`config.mk`:
```
export PLATFORM = sky130hd
export DESIGN_NAME = nibble_serial_subtractor
export DESIGN_NICKNAME = d
export VERILOG_FILES = /design/src/rtl/nss_pkg.sv /design/src/rtl/nibble_sub_cell.sv /design/src/rtl/nibble_serial_subtractor.sv
export SDC_FILE = /design/constraint.sdc
export NUM_CORES = 1
export LEC_CHECK = 0
export ABC_AREA = 1
export CAP_MARGIN = 10
export CORE_MARGIN = 2
export CORE_UTILIZATION = 54
export CTS_CLUSTER_SIZE = 14
export DETAILED_ROUTE_END_ITERATION = 7
export GPL_TIMING_DRIVEN = 0
export MAX_ROUTING_LAYER = met4
export PLACE_DENSITY_LB_ADDON = 0.2
export SLEW_MARGIN = 20
export SYNTH_ARGS = -nofsm -noshare
export SYNTH_HDL_FRONTEND = slang
export SYNTH_SLANG_ARGS = --single-unit
```
`constraint.sdc`:
```
create_clock -name clk -period 6.1 [get_ports clk]
set_input_delay 1.525 -clock clk [delete_from_list [all_inputs] [get_ports clk]]
set_output_delay 1.525 -clock clk [all_outputs]
set_load 0.05 [all_outputs]
```
`src/rtl/nss_pkg.sv`:
```
// Shared sizing, state encoding and helpers for the nibble-serial subtractor.
// Consumed by nibble_serial_subtractor and nibble_sub_cell.
package nss_pkg;

   localparam int unsigned NSS_WIDTH     = 32;
   localparam int unsigned NSS_NIBBLE    = 4;
   localparam int unsigned NSS_NUM_STEPS = NSS_WIDTH / NSS_NIBBLE;

   // A single-slice build still needs a 1-bit counter to stay legal.
   function automatic int unsigned nss_step_w(input int unsigned steps);
      return (steps > 1) ? $clog2(steps) : 1;
   endfunction

   localparam int unsigned NSS_STEP_W = nss_step_w(NSS_NUM_STEPS);

   typedef enum logic [1:0] {
      IDLE = 2'd0,
      RUN  = 2'd1,
      DONE = 2'd2
   } nss_state_e;

endpackage

```
`src/rtl/nibble_sub_cell.sv`:
```
// Combinational NIBBLE-bit slice: a - b - borrow (or a + b + carry when NSS_ADD_MODE_EN
// is defined and op_add_i is set). The link bit is a borrow in subtract mode, a carry in add mode.
module nibble_sub_cell
   import nss_pkg::*;
#(
   parameter int unsigned NIBBLE = NSS_NIBBLE
) (
   input  logic [NIBBLE-1:0] a_i,
   input  logic [NIBBLE-1:0] b_i,
   input  logic              link_i,
`ifdef NSS_ADD_MODE_EN
   input  logic              op_add_i,
`endif
   output logic [NIBBLE-1:0] s_o,
   output logic              link_o
);

   logic [NIBBLE:0]   sum;
   logic [NIBBLE-1:0] b_eff;
   logic              cin;
   logic              add_mode;

   always_comb begin
`ifdef NSS_ADD_MODE_EN
      add_mode = op_add_i;
`else
      add_mode = 1'b0;
`endif
      // Subtract is add of the inverted subtrahend with an inverted borrow as carry-in.
      b_eff  = add_mode ? b_i : ~b_i;
      cin    = add_mode ? link_i : ~link_i;
      sum    = {1'b0, a_i} + {1'b0, b_eff} + {{NIBBLE{1'b0}}, cin};
      s_o    = sum[NIBBLE-1:0];
      link_o = add_mode ? sum[NIBBLE] : ~sum[NIBBLE];
   end

endmodule

```
`src/rtl/nibble_serial_subtractor.sv`:
```
// Sequential WIDTH-bit diff = a - b - bin, one NIBBLE slice per clock, start/busy/done handshake.
// Optional add mode (input op_add) enabled by defining NSS_ADD_MODE_EN.
module nibble_serial_subtractor
   import nss_pkg::*;
#(
   parameter int unsigned WIDTH  = NSS_WIDTH,
   parameter int unsigned NIBBLE = NSS_NIBBLE
) (
   input  logic             clk,
   input  logic             rst,
   input  logic             start,
   input  logic [WIDTH-1:0] a,
   input  logic [WIDTH-1:0] b,
   input  logic             bin,
`ifdef NSS_ADD_MODE_EN
   input  logic             op_add,
`endif
   output logic             busy,
   output logic             done,
   output logic [WIDTH-1:0] diff,
   output logic             bout,
   output logic             overflow,
   output logic             zero
);

   localparam int unsigned NUM_STEPS = WIDTH / NIBBLE;
   localparam int unsigned STEP_W    = nss_step_w(NUM_STEPS);
   localparam logic [STEP_W-1:0] LAST_STEP = STEP_W'(NUM_STEPS - 1);

   nss_state_e        state_q, state_d;
   logic [WIDTH-1:0]  a_q, a_d;
   logic [WIDTH-1:0]  b_q, b_d;
   logic              link_q, link_d;
   logic [STEP_W-1:0] step_q, step_d;
   logic [WIDTH-1:0]  res_q, res_d;
   logic [WIDTH-1:0]  diff_q, diff_d;
   logic              bout_q, bout_d;
   logic              ovf_q, ovf_d;
   logic              zero_q, zero_d;
   logic              add_q, add_d;

   logic [NIBBLE-1:0] slice_s;
   logic              slice_link;
   logic [WIDTH-1:0]  res_nxt;
   logic              accept;
   logic              msb_a, msb_b, msb_d;

   nibble_sub_cell #(
      .NIBBLE (NIBBLE)
   ) u_cell (
      .a_i      (a_q[step_q*NIBBLE +: NIBBLE]),
      .b_i      (b_q[step_q*NIBBLE +: NIBBLE]),
      .link_i   (link_q),
`ifdef NSS_ADD_MODE_EN
      .op_add_i (add_q),
`endif
      .s_o      (slice_s),
      .link_o   (slice_link)
   );

   always_comb begin
      res_nxt = res_q;
      res_nxt[step_q*NIBBLE +: NIBBLE] = slice_s;
   end

   assign msb_a = a_q[WIDTH-1];
   assign msb_b = b_q[WIDTH-1];
   assign msb_d = res_nxt[WIDTH-1];

   always_comb begin
      state_d = state_q;
      a_d     = a_q;
      b_d     = b_q;
      link_d  = link_q;
      step_d  = step_q;
      res_d   = res_q;
      diff_d  = diff_q;
      bout_d  = bout_q;
      ovf_d   = ovf_q;
      zero_d  = zero_q;
      add_d   = add_q;
      accept  = 1'b0;

      case (state_q)
         IDLE: begin
            if (start) accept = 1'b1;
         end
         RUN: begin
            res_d  = res_nxt;
            link_d = slice_link;
            step_d = step_q + STEP_W'(1);
            if (step_q == LAST_STEP) begin
               // Outputs change only here, so the partial result never reaches diff.
               state_d = DONE;
               diff_d  = res_nxt;
               bout_d  = slice_link;
               zero_d  = (res_nxt == '0);
               if (add_q) ovf_d = ~(msb_a ^ msb_b) & (msb_a ^ msb_d);
               else       ovf_d =  (msb_a ^ msb_b) & (msb_a ^ msb_d);
            end
         end
         DONE: begin
            if (start) accept  = 1'b1;
            else       state_d = IDLE;
         end
         default: state_d = IDLE;
      endcase

      if (accept) begin
         state_d = RUN;
         a_d     = a;
         b_d     = b;
         link_d  = bin;
         step_d  = '0;
         res_d   = '0;
`ifdef NSS_ADD_MODE_EN
         add_d   = op_add;
`else
         add_d   = 1'b0;
`endif
      end
   end

   always_ff @(posedge clk or posedge rst) begin
      if (rst) begin
         state_q <= IDLE;
         a_q     <= '0;
         b_q     <= '0;
         link_q  <= 1'b0;
         step_q  <= '0;
         res_q   <= '0;
         diff_q  <= '0;
         bout_q  <= 1'b0;
         ovf_q   <= 1'b0;
         zero_q  <= 1'b0;
         add_q   <= 1'b0;
      end else begin
         state_q <= state_d;
         a_q     <= a_d;
         b_q     <= b_d;
         link_q  <= link_d;
         step_q  <= step_d;
         res_q   <= res_d;
         diff_q  <= diff_d;
         bout_q  <= bout_d;
         ovf_q   <= ovf_d;
         zero_q  <= zero_d;
         add_q   <= add_d;
      end
   end

   assign busy     = (state_q == RUN);
   assign done     = (state_q == DONE);
   assign diff     = diff_q;
   assign bout     = bout_q;
   assign overflow = ovf_q;
   assign zero     = zero_q;

endmodule

```
==> results.ini <==
[run_status]
outcome=finished clean

[drt]
drt_wl_total_mm=18.2
wl_per_cell_um=18.2
drt-pass1-iter-count=5
vias=5549
drcViolationCount=0
final_antenna_net_count=0
drt_iter0_drc=380
vias_per_cell=5.56

[global_routing]
gr-total-overflow=0
grt_max_degree=97
antenna_found_initial=0
gr-usage-all-layers=0.310
grt_pass1_wl_mm=29.0
grt_pass1_vias=5783

[synth]
ys.warnings.count=0
syn_avg_cell_area_um2=9.11
synthTopCellsByArea=dfrtp_1, mux2_2, nand2_1, o21ai_0, nor2_1
synth-main-ff-cell=dfrtp_1
syn_area_um2=6500
synth_top_area_frac=0.527
yosys.cell_types.count=28
async_flop_share=1.00
synth_nets=794
yosysTopAreaCell=dfrtp_1
ys_seq_area_frac=0.527
synth_cells=714
synth_edf_count=0
ys_ff_latch=137

[clock_network]
cts_tree=yes
htree_levels=4
path_clk_slew_ns=0.06
cts.sinks=137
cts_setup_buffers=0
cts_buffers=17
cts_buffer_depth=2
cts-resized-gates=0
cts_hold_buf=0
cts_root_buffer=clkbuf_16
clock_latency_ns=0.43

[die]
start_util=0.548
die_y_um=114
core.rowCount=40
num_io_pins=105
coreArea_um2=11900
die_area_um2=12900
die_x_um=114

[placement]
post-place-cells=966
pre_cts_slack_ns=1.83
gp_congestion=0.939
port_buffers=104
hpwl_mm=13.6

[timing]
min_period_over_period=0.717
tightest_slew_ns=0.595
final.setup.worst_slack_ns=1.73
clock.fmax_mhz=229
period_needed_ns=4.37
slew_headroom=0.599
finClkSkew_ns=0.0222
hold_violations=0
setup_viol=0
drv_slew=0
grt_setup_unrepaired=no

[min_path]
whs_path_depth=2
hold_path_class=reg -> reg

[critical_path]
end_kind=register
crit_required_ns=6.47
reg2reg_depth=22
crit_type=reg -> reg
worst-path-max-fanout=10
crit_path_start_kind=register
arrival_ns=4.74

[cells_and_area]
final_nets=918
drive_gt1_frac=0.128
fill_cells=897
syn_to_final_growth_pct=28.8
antennaDiodeCount=0
stdcell_count=998

[flow_run]
cap_violations=0

[power_and_ir_drop]
leakagePower_nw=3.82
p_per_area_nw_per_um2=665
vdd_drop_max_uv=336

-- sequential cells by signal (all words and copies together) (netlist names) --
register / flops
res_q: 32
b_q: 32
zero: 1
a_q: 32
link_q: 1
step_q: 3
bout: 1
state_q: 2
diff: 32
overflow: 1
-- path summary, 6_finish.rpt --
check	to	slack (ns)	from
worst max-delay path	zero$_DFFE_PP0P_	1.73	step_q[0]$_DFFE_PP0P_
worst min-delay path	diff[13]$_DFFE_PP0P_	0.48	diff[13]$_DFFE_PP0P_
worst max register to register	zero$_DFFE_PP0P_	1.73	step_q[0]$_DFFE_PP0P_
worst min register to register	diff[13]$_DFFE_PP0P_	0.48	diff[13]$_DFFE_PP0P_
max in group asynchronous	res_q[10]$_DFFE_PP0P_	3.85	rst
min in group asynchronous	res_q[30]$_DFFE_PP0P_	1.48	rst
-- worst max-delay path, stage by stage (launching register included) --
cell and delay [ns]:
dfrtp_1 0.53, buf_2 0.29, buf_2 0.29, buf_2 0.30
o21ai_0 0.13, o221ai_1 0.22, o21ai_0 0.19, fa_1 0.43
inv_1 0.11, fa_1 0.45, inv_1 0.10, nor2_1 0.07
nand2_1 0.18, nand3_1 0.10, nand2_1 0.11, nand2_1 0.07
nor2_1 0.24, nand2_1 0.13, nor2_1 0.10, nand2_1 0.05
nor2_1 0.08, nand3_1 0.07, nand2_1 0.06
-- stage by stage --
step / setup TNS [ns] / util / hold slack (ns) / total power [W] / cell area, um2
final: 0 / 0.706 / 0.479 / 0.00557 / 8370
after CTS: 0 / 0.706 / 0.483 / 0.00557 / 8370
after global routing: 0 / 0.706 / 0.513 / 0.00594 / 8370
after detailed placement: 0 / 0.654 / 0.467 / 0.00449 / 7760
after floorplan: 0 / - / 0.448 / 0.00350 / 6500
after global placement: -102.65 / 0.651 / 0.464 / 0.00440 / 7730
-- routing by layer --
metal | up-vias | part of all wire | global-route usage
met2 | 189 | 0.51 | 0.513
li1 | 2614 | - | -
met3 | 67 | 0.051 | 0.0712
met1 | 2679 | 0.38 | 0.341
met4 | 0 | 0.058 | 0.194
met5 | - | 0 | -
-- cells in the final DEF, fill, tap and decap left out, types with 4 or more instances in the layout --
| master | count |
|---|---|
| mux2_2 | 58 |
| inv_1 | 59 |
| dfrtp_1 | 137 |
| ha_1 | 10 |
| nand3_1 | 20 |
| nand2_1 | 153 |
| clkbuf_16 | 17 |
| buf_2 | 4 |
| a31oi_1 | 4 |
| clkbuf_1 | 28 |
| clkdlybuf4s50_1 | 104 |
| o21ai_0 | 100 |
| o22ai_1 | 23 |
| nor2_1 | 73 |
| a21oi_1 | 13 |
| o221ai_1 | 4 |
| o21ai_1 | 4 |
-- cell usage after synthesis, drive strengths merged (3+ instances only) --
master	count
a21oi	13
a31oi	4
buf	6
clkbuf	28
dfrtp	137
ha	10
inv	62
mux2	58
nand2	156
nand3	24
nand4	3
nor2	75
o21ai	104
o221ai	4
o22ai	23
-- cell families after synthesis --
| kind of cell | after synthesis | synth area share |
|---|---|---|
| flops | 137 | 0.527 |
| mux | 58 | 0.100 |
| fa+ha+maj | 12 | 0.0254 |
| buf+inv | 98 | 0.0597 |
| simple gates | 258 | 0.162 |
| compound gates | 151 | 0.125 |
-- area by class of cell --
class / count / area [um2] / area share
clock buffers: 18 / 439 / 0.0525
well taps: 147 / 184 / 0.0220
plain buffers: 34 / 148 / 0.0176
inverters: 64 / 248 / 0.0296
multi-input cells: 479 / 2690 / 0.321
clock inverters: 14 / 171 / 0.0205
repair buffers: 105 / 1070 / 0.128
flip-flops and latches: 137 / 3430 / 0.409
-- where the power goes --
| group | internal (W) | switching [W] |
|---|---|---|
| clock | 0.000655 | 0.000402 |
| sequential | 0.00132 | 0.000227 |
| combinational | 0.000987 | 0.00197 |
| total | 0.00297 | 0.00260 |
Note: power is estimated with default switching activity, not from simulation.
